$ cat src/rtl/acc_dvd_scheduler.sv
// Sequencer for the shared iterative divider: buffers stream bytes, pairs them
// as (dividend, divisor), runs one division at a time and queues quotient/remainder.
module acc_dvd_scheduler #(
  parameter int WIDTH = 8,
  parameter int DEPTH = 4
) (
  input  logic             clk,
  input  logic             rst,
  input  logic             in_valid,
  input  logic [WIDTH-1:0] in_data,
  output logic             in_ready,
  input  logic             out_req,
  output logic [WIDTH-1:0] out_data,
  output logic             out_empty,
  output logic             out_full,
  output logic             dvd_start,
  output logic [WIDTH-1:0] dvd_dividend,
  output logic [WIDTH-1:0] dvd_divisor,
  input  logic             dvd_done,
  input  logic [WIDTH-1:0] dvd_quotient,
  input  logic [WIDTH-1:0] dvd_remainder,
  output logic             busy,
  output logic             dz_err
);

  localparam int AW = (DEPTH > 1) ? $clog2(DEPTH) : 1;
  localparam int CW = $clog2(DEPTH + 1);

  typedef enum logic [2:0] {
    S_IDLE, S_LOAD_A, S_LOAD_B, S_CHECK, S_ISSUE, S_WAIT, S_WR_Q, S_WR_R
  } state_t;

  state_t state, state_nxt;

  // Pointers wrap explicitly so non-power-of-two depths behave as true rings.
  function automatic logic [AW-1:0] ptr_inc(input logic [AW-1:0] p);
    return (p == AW'(DEPTH - 1)) ? '0 : p + 1'b1;
  endfunction

  logic [WIDTH-1:0] in_mem [DEPTH];
  logic [AW-1:0]    in_wr, in_rd;
  logic [CW-1:0]    in_cnt;
  logic             in_push, in_pop;

  logic [WIDTH-1:0] out_mem [DEPTH];
  logic [AW-1:0]    out_wr, out_rd;
  logic [CW-1:0]    out_cnt;
  logic             out_push, out_pop, out_room;
  logic [WIDTH-1:0] out_wdata;

  logic [WIDTH-1:0] res_q, res_r;

  assign in_ready  = (in_cnt < CW'(DEPTH));
  assign in_push   = in_valid && in_ready;
  assign out_empty = (out_cnt == '0);
  assign out_full  = (out_cnt == CW'(DEPTH));
  assign out_pop   = out_req && !out_empty;
  assign out_room  = (out_cnt <= CW'(DEPTH - 2));
  assign out_data  = out_empty ? '0 : out_mem[out_rd];

  always_ff @(posedge clk) begin
    if (rst) begin
      // NOTE: storage is cleared on reset because the block must come up with
      // all-zero buffers; the loop costs a reset mux per bit, which is accepted here.
      for (int i = 0; i < DEPTH; i++) in_mem[i] <= '0;
      in_wr  <= '0;
      in_rd  <= '0;
      in_cnt <= '0;
    end else begin
      if (in_push) begin
        in_mem[in_wr] <= in_data;
        in_wr         <= ptr_inc(in_wr);
      end
      if (in_pop) in_rd <= ptr_inc(in_rd);
      in_cnt <= in_cnt + CW'(in_push) - CW'(in_pop);
    end
  end

  always_ff @(posedge clk) begin
    if (rst) begin
      for (int i = 0; i < DEPTH; i++) out_mem[i] <= '0;
      out_wr  <= '0;
      out_rd  <= '0;
      out_cnt <= '0;
    end else begin
      if (out_push) begin
        out_mem[out_wr] <= out_wdata;
        out_wr          <= ptr_inc(out_wr);
      end
      if (out_pop) out_rd <= ptr_inc(out_rd);
      out_cnt <= out_cnt + CW'(out_push) - CW'(out_pop);
    end
  end

  always_ff @(posedge clk) begin
    if (rst) state <= S_IDLE;
    else     state <= state_nxt;
  end

  always_comb begin
    // NOTE: assigning a default first keeps every path covered, so no latch is inferred.
    state_nxt = state;
    case (state)
      S_IDLE:   if (in_cnt >= CW'(2)) state_nxt = S_LOAD_A;
      S_LOAD_A: state_nxt = S_LOAD_B;
      S_LOAD_B: state_nxt = S_CHECK;
      S_CHECK:  state_nxt = (dvd_divisor == '0) ? S_WR_Q : S_ISSUE;
      S_ISSUE:  state_nxt = S_WAIT;
      S_WAIT:   if (dvd_done) state_nxt = S_WR_Q;
      S_WR_Q:   if (out_room) state_nxt = S_WR_R;
      S_WR_R:   state_nxt = S_IDLE;
      default:  state_nxt = S_IDLE;
    endcase
  end

  always_comb begin
    in_pop    = (state == S_LOAD_A) || (state == S_LOAD_B);
    out_push  = ((state == S_WR_Q) && out_room) || (state == S_WR_R);
    out_wdata = (state == S_WR_R) ? res_r : res_q;
    dvd_start = (state == S_ISSUE);
    busy      = (state != S_IDLE);
  end

  // Operands stay put until the next LOAD, so they are stable through WR_Q.
  always_ff @(posedge clk) begin
    if (rst) begin
      dvd_dividend <= '0;
      dvd_divisor  <= '0;
      res_q        <= '0;
      res_r        <= '0;
      dz_err       <= 1'b0;
    end else begin
      // NOTE: non-blocking assignments here so every register samples pre-edge values.
      dz_err <= 1'b0;
      case (state)
        S_LOAD_A: dvd_dividend <= in_mem[in_rd];
        S_LOAD_B: dvd_divisor  <= in_mem[in_rd];
        S_CHECK: if (dvd_divisor == '0) begin
          res_q  <= '1;
          res_r  <= dvd_dividend;
          dz_err <= 1'b1;
        end
        S_WAIT: if (dvd_done) begin
          res_q <= dvd_quotient;
          res_r <= dvd_remainder;
        end
        default: ;
      endcase
    end
  end

endmodule

$ cat config.mk
export PLATFORM = sky130hd
export DESIGN_NAME = acc_dvd_scheduler
export DESIGN_NICKNAME = d
export VERILOG_FILES = /design/src/rtl/acc_dvd_scheduler.sv
export SDC_FILE = /design/constraint.sdc
export NUM_CORES = 1
export LEC_CHECK = 0
export BUFFER_PORTS_ARGS = -buffer_cell sky130_fd_sc_hd__buf_2
export CAP_MARGIN = 10
export CORE_MARGIN = 2
export CORE_UTILIZATION = 45
export DETAILED_ROUTE_END_ITERATION = 16
export PLACE_DENSITY_LB_ADDON = 0.08
export SLEW_MARGIN = 20
export SYNTH_ARGS = -nofsm -noshare
export SYNTH_HDL_FRONTEND = slang
export SYNTH_SLANG_ARGS = --single-unit
$ cat constraint.sdc
create_clock -name clk -period 2.62 [get_ports clk]
set_input_delay 0.524 -clock clk [delete_from_list [all_inputs] [get_ports clk]]
set_output_delay 0.524 -clock clk [all_outputs]
set_load 0.05 [all_outputs]
* Yosys cells after proc, flatten, opt, wreduce, memory -nomap -nowiden *
Memories as Yosys holds them, arrays and structs flattened. A register that Yosys moved wholly into a read port is not among the register bits.
Index checks and enable logic that the tools add are counted.
Widths: inputs -> output; s select.

operators by class
  bitwise logic cells = 1
  equal/unequal tests = 16
  mux-type cells = 36
  magnitude comparators = 3
  reduce and logical (&&, ||, !) cells = 16
  add/subtract/negate cells = 8

operators with widths
  operator             number
  $mux 8               8
  $pmux 8 s2           2
  $pmux 3 s8           1
  $mux 2               11
  $reduce_or 8->1      2
  $eq 3x3->1 const B   5
  $mux 1               11
  $mux 3               3
  $add 2x1->2 const B  4
  $eq 2x2->1 const B   4
  $logic_not 8->1      1
  $ne 2x2->1 const B   4
  $add 3x1->3          2
  $eq 3x2->1 const B   2
  $logic_not 3->1      2
  $reduce_and 3->1     2
  $sub 3x1->3          2
  $eq 3x1->1 const B   1
  $ge 3x2->1 const B   1
  $le 3x2->1 const B   1
  $logic_and 1x1->1    3
  $lt 3x3->1 const B   1
  $reduce_bool 3->1    1
  $logic_or 1x1->1     2
  4 further kinds      4

storage, ports and cells
  memories kept = 2
  bits of input ports = 29
  bits in registers = 50
  output and inout port bits = 30
  RAM bits = 64

memories
  name     depth  width  read ports  clocked after memory_dff  write ports  RTL line  text
  in_mem   4      8      1           1                         4            40        logic [WIDTH-1:0] in_mem [DEPTH];
  out_mem  4      8      1           1                         4            45        logic [WIDTH-1:0] out_mem [DEPTH];

* Longest topological paths before layout *
Gate-level depths: netlist (run 1).

  depth after elaboration = 8
  gate-level depth with buffers = 10
  depth with buffers taken out = 9

* Least setup slack after synthesis (run 1) *
No wires, ideal clock.

  path type = register to register
  start point = register out_cnt[0]
  end point = register out_cnt[2]
  arrival = 3.162 ns
  required time = 2.492 ns
  path slack = -0.670 ns
  buffers on the path = 0
  library setup time = 0.128 ns
  cell stages (with the launch flop) = 10
  clock period less this slack = 3.290 ns
  cells stage by stage = dfxtp_1 -> nor3_1 -> nand2b_1 -> inv_1 -> ha_1 -> inv_1 -> ha_1 -> fa_1 -> xor2_1 -> nor2_1

on the way
  elaborated cells between the ends (all ways) = 8

RTL lines
  what                    RTL line  text
  from (decl)             47        logic [CW-1:0] out_cnt;
  from (signal assigned)  91        out_cnt <= out_cnt + CW'(out_push) - CW'(out_pop);
  $logic_not 3->1         55        assign out_empty = (out_cnt == '0);
  net out_empty           14        output logic out_empty,
  $logic_not 1->1         57        assign out_pop = out_req && !out_empty;
  $logic_and 1x1->1       57
  net out_pop             48        logic out_push, out_pop, out_room;
  $sub 3x1->3             91

The timed path passes the listed nets, and every way through them passes these cells.
A chain may end at the register's enable or synchronous reset.

==> results of run 1 <==
cell usage in the layout, fill, tap and decap left out, types with 3 or more instances in the layout:
cell	count
buf_2	58
ha_1	10
clkbuf_16	17
mux2i_1	19
nor4_1	3
nor2b_1	10
dfxtp_1	53
nor2_2	10
inv_1	12
and2_1	32
nor2_1	42
nor3_1	28
xor2_1	3
bufinv_16	5
edfxtp_1	64
a211oi_1	8
or3_1	4
nand2_1	39
or2_2	3
a21oi_1	23
mux4_2	16
buf_4	17
nand2b_1	8
and2b_1	3
per-stage QoR:
stage	instances	cell area, um^2	worst slack [ns]	total power (W)	hold WS (ns)
6_report	666	6350	0.290	0.00667	0.383
2_1_floorplan	443	5270	0.232	0.00383	0.450
5_1_grt	666	6350	0.193	0.00702	0.403
4_1_cts	666	6350	0.0419	0.00675	0.381
3_5_place_dp	634	5720	0.368	0.00424	0.467
3_3_place_gp	634	5720	0.457	0.00420	0.463
cell type report:
cell class	count	area, um^2	share of cell area (%)
Timing Repair Buffer	75	418	6.58
Sequential cell	118	3000	47.3
Clock buffer	19	433	6.81
Tap cell	143	179	2.82
Multi-Input combinational cell	286	2070	32.6
Clock inverter	13	204	3.21
Inverter	12	45.0	0.709
routing by layer:
metal | global-route usage [%] | up-vias
li1 | - | 1697
met1 | 19.8 | 1600
met2 | 32.1 | 58
met3 | 5.24 | 12
met4 | 6.83 | 0
met5 | 0 | -
tightest hold or removal path, stage by stage:
cell	delay, ns
buf_2	0.07
nor2_1	0.03
nor3_1	0.11
state kept, by name, summed over array words and instances (netlist names), named ones only:
register	flops
in_mem	32
out_mem	32
dvd_dividend	8
dvd_divisor	8
res_q	8
res_r	8
in_cnt	3
out_cnt	3
state	3
in_rd	2
in_wr	2
out_rd	2
out_wr	2
dz_err	1
final timing paths:
kind	endpoint	slack (ns)	cells past startpoint
worst min register to register	dvd_divisor[5]	0.47	2
worst max-delay path	out_data[1]	0.29	3
worst max register to register	out_cnt[1]	0.37	8
worst min-delay path	res_q[3]	0.38	3
timing repair:
action / CTS / global route
setup buffers: 0 / 0
endpoints found under the setup margin: 0 / 4
hold endpoints to repair: 0 / 0
gates resized for setup: 0 / 1
cell usage after synthesis (all sizes together):
cell / n
nor2b: 10
or3: 4
and2: 32
dfxtp: 54
o21bai: 1
nand3: 1
mux4: 16
and2b: 3
nand3b: 2
xor2: 3
edfxtp: 64
nand2: 39
a41o: 1
nor4: 3
nand2b: 8
mux2i: 19
a31oi: 1
nor4b: 2
nor3: 29
ha: 10
nor2: 52
a211oi: 8
fa: 2
or3b: 3
or2: 4
a21oi: 23
o21a: 1
o21ai: 1
o311ai: 2
clkbuf: 10
inv: 12
buf: 17
nor3b: 5
and4bb: 1
kinds of logic (layout without fill, tap and decap cells):
kind of cell / count (synthesis) / in the layout
AOI/OAI and AO/OA: 38 / 38
xor gates and xnor gates: 3 / 3
adders and majority gates: 12 / 12
buffers and inverters: 39 / 119
DFF: 118 / 118
muxes: 35 / 35
and+or+nand+nor: 198 / 198
power groups by stage:
stage	combinational, W	sequential (W)	clock [W]
finish	0.00170	0.00247	0.00249
global route	0.00187	0.00252	0.00264
CTS	0.00173	0.00248	0.00253
detailed placement	0.00172	0.00252	0
global placement	0.00170	0.00250	0
floorplan	0.00132	0.00251	0
==> metrics, run 1 <==
GR Util All Layers between 15 and 20%; RePlAce Congestion 0.782; Post-Synthesis Net Count just under 500; clock slew at reported path FFs 0.05 ns; critical path launch point type flop; Detail Placement HPWL just under 8 mm; clock tree buffer depth 2; largest family of logic cells by synthesized area simple AND/OR/NAND/NOR gates; met2 WL around 5.8 mm; TritonCTS Buffers 17; CP delay by family, top multiplexers; mux cell area share after synthesis a little over a tenth; Final min period ~2.3 ns; WP data required 2.10 ns; height of the die around 110 um; # setup viols final 0; RSZ-0062 raised after global routing no; Mapped Area approximately 5300 um^2; max incr delay on CP approximately 0.53 ns; vias in the first global route approximately 3400; Seq cells post-synth about 120; Sw Pwr roughly 0.0021 W; R2R Path Start out_cnt[1]; internal power between 0.004 and 0.005 W; vias per inst slightly above 5; Synth top area share 36.6%; row count 39; simple-gate area share of the yosys netlist just over 20%; pin count of the biggest net entering global routing 37; worst hold path type input pin to flop; Die ar. ~13000 um^2; Worst VDD drop 557 uV; post-synth top area cell edfxtp_1; initial antenna violation count 0; setup TNS 0 ns; layout cell share with drive strength beyond 1 around 28%; met1 wire length 4.17 mm; DRC Markers 0; outcome finished, final reports clean; Critical Path, Cell by Cell mux4_2 -> and2b_1 -> buf_2; Sequential Power Share between 30% and 40%; CP bufs+invs 1; area grow syn2layout 20.9%; Static Leak between 2 and 3 nW; clk_lat worst skew roughly 0.42 ns; antenna-violating nets left 0; crit path DAT 1.81 ns; fillers about 1000; P per Cell Area 1050 nW/um^2; Final Slew Violations 0; max_cap viols 0; Crit Path Max Fanout 8; Clk pwr share 37.3%; Layout Utilization a little under three fifths; Synth Warn # 0; Layout Nets between 500 and 600; register area share after synthesis 57.1%; I/O pin cnt 59; Logic pwr share 25.6%; Peak Freq between 0.4 and 0.5 GHz; global-route wire length before repair around 17 mm; Worst Max-Slew Pin Slew 0.630 ns; Synth Area in Compound Gates under 10%; number of clock sinks 118; slowest stage cell, crit path mux4_2; Sw Share about a third; WL/cell between 15 and 20 um; die width approximately 110 um; diode count 0; Vias about 3400; initial core utilization a little under half; WS Path Type flop to output pin; Routed WL 10.4 mm; top cells by area, synth edfxtp_1 37%, dfxtp_1 21%, mux4_2 6.9%; top routing layer in use met4; skew final 0.0212 ns; CTS tree done; Worst setup EP type output pin; Root Driver clkbuf_16; Worst Hold Launch dvd_quotient[3]; XOR/XNOR Fraction of Synth Area less than 1%; First DRT Iteration DRCs 115; WL met3 328 um; Port Buffers 58; Syn Inst Count 443; syn_area_per_cell 11.9 um^2; # hold bufs at CTS 0; DRT Pass-1 Iters 4; Synth Area in Adders around 3.1%; fin crit share about nine tenths; synth unique cells between 40 and 50; Congestion Overflow GR 0; H-tree depth 4; Hold Fails Final Rpt 0; core region area 11400 um^2; Slew HR between 50% and 60%
Note: power is estimated with default switching activity, not from simulation.
==> run 2, diff against run 1 <==
==> constraint.sdc (replaced) <==
create_clock -name clk -period 2.69 [get_ports clk]
set_input_delay 0.538 -clock clk [delete_from_list [all_inputs] [get_ports clk]]
set_output_delay 0.538 -clock clk [all_outputs]
set_load 0.05 [all_outputs]
==> run 2 against run 1 <==
  * Die area is the same
  * Clock power shrank 11%
  * Setup slack lost 0.10 ns
==> metrics, run 2 (synthesized netlist as in run 1, its figures left out) <==
Post-CTS Setup Bufs 0 (unchanged); worst hold path type input pin to flop; number of clock sinks 118 (unchanged); clk_lat worst skew 0.41 ns (about the same); hold depth 3 (unchanged); Vias 3338 (-0.86%); layout cell share with drive strength beyond 1 26.3% (-1.3 points); Routed WL 10.1 mm (-2.9%); Cell Count, Final, Fillers Out 661 (-0.75%); Hold Fails Final Rpt 0 (unchanged); Clk pwr share 35.5% (-1.8 points); final worst setup slack 0.189 ns (-0.101 ns); critical path launch point type flop; die width 112 um (unchanged); clock slew at reported path FFs 0.05 ns (about the same); most frequent cells in the layout 64 x edfxtp_1, 58 x buf_2, 54 x dfxtp_1; diode count 0 (unchanged); core region area 11400 um^2 (unchanged); Sw Pwr 0.00202 W (-5.1%); top flop regs in_mem x32, out_mem x32; max_cap viols 0 (unchanged); RSZ-0062 raised after global routing no; Sw Share 32.2% (+0.36 points); pre-CTS setup slack 0.320 ns (-0.0478 ns); placed insts 629 (-0.79%); Sequential Power Share 38.3% (+1.2 points); multi-input logic area 2070 um^2 (-0.30%); Logic pwr share 26.2% (+0.6 points); skew final 0.00802 ns (-0.0132 ns); internal power 0.00424 W (-6.6%); WP data required 2.15 ns (+0.05 ns); RePlAce Congestion 0.745 (-4.7%); Detail Placement HPWL 7.49 mm (-3.7%); Peak Freq about 0.40 GHz; CTS tree done; pin count of the biggest net entering global routing 56 (+51%); Root Driver clkbuf_16; First DRT Iteration DRCs 113 (-1.7%); # hold bufs at CTS 0 (unchanged); commonest non-fill, non-tap cell in the layout edfxtp_1; TritonCTS Buffers 17 (unchanged); vias per inst 5.05 (-0.11%); fillers 1037 (+4.0%); Post-CTS Resized 0 (unchanged); crit path DAT 1.96 ns (+0.15 ns); Fin Hold WS 0.401 ns (+0.0182 ns); overall power 0.00626 W (-6.2%); GR Util All Layers 17.4% (-0.36 points); DRC Markers 0 (unchanged); outcome finished, final reports clean; P per Cell Area 1000 nW/um^2 (-4.7%); Congestion Overflow GR 0 (unchanged); row count 39 (unchanged); Slew HR 57.9% (about the same); global-route wire length before repair 16.9 mm (-1.6%); Final min period between 2 and 3 ns; initial antenna violation count 0 (unchanged); FF/Latch Area 3000 um^2 (about the same); Static Leak 2.51 nW (-1.9%); area grow syn2layout 19.1%; reg2reg path depth 8 (unchanged); Worst Max-Slew Pin Slew 0.631 ns (+0.000494 ns); vias in the first global route 3429 (+1.1%); Layout Nets 546 (-0.91%); fin crit share 93.0%; setup TNS 0 ns (unchanged); H-tree depth 4 (unchanged); Port Buffers 58 (unchanged); initial core utilization 46.0% (unchanged); DRT Pass-1 Iters 4 (unchanged); Worst setup EP type output pin; height of the die 112 um (unchanged); WS Path Type flop to output pin; antenna-violating nets left 0 (unchanged); Die ar. 12600 um^2 (unchanged); Final Slew Violations 0 (unchanged); clock tree buffer depth 2 (unchanged); # setup viols final 0 (unchanged); Worst VDD drop 509 uV (-8.6%); Crit Path Max Fanout 8 (unchanged); I/O pin cnt 59 (unchanged); WL/cell 15.3 um (-2.2%)
[run 2: cell type report]
type | instances | share of cell area [%]
inverter | 12 | 0.720
tap | 143 | 2.86
timing repair buffer | 70 | 6.08
multi-input combinational | 286 | 33.0
clock inverter | 10 | 2.10
clock buffer | 22 | 7.26
sequential | 118 | 48.0
[run 2: through the flow]
step	area (um^2)	utilization, %
floorplan	5260	-
global placement	5670	49.7
detailed placement	5670	49.7
CTS	6260	54.8
global route	6260	54.8
finish	6260	54.8
[run 2: critical path: stages (launching register included)]
cell     delay, ns
dfxtp_1       0.64
mux4_2        0.56
and2b_1       0.16
buf_2         0.20
[run 2: path summary, 6_finish.rpt]
| kind | start | endpoint | slack (ns) |
|---|---|---|---|
| worst max-delay path | flop | out_data[1] | 0.19 |
| worst min-delay path | dvd_quotient[1] | res_q[1] | 0.40 |
| worst max register to register | out_cnt[1] | out_cnt[1] | 0.31 |
| worst min register to register | dvd_dividend[3] | dvd_dividend[3] | 0.47 |
[run 2: power groups by stage]
stage          clock (W)  combinational [W]  sequential (W)
2_1_floorplan          0            0.00128         0.00244
3_3_place_gp           0            0.00165         0.00243
3_5_place_dp           0            0.00167         0.00244
4_1_cts          0.00226            0.00168         0.00241
5_1_grt          0.00234            0.00181         0.00244
6_report         0.00222            0.00164         0.00240
[run 2: metal layers]
metal	wire length, um	share of wire, %	GRT usage (%)	up-vias
met5	0	0	0	-
li1	-	-	-	1693
met2	5430	54	31.0	52
met1	4060	40	19.3	1573
met3	373	3.7	5.35	20
met4	214	2.1	7.48	0
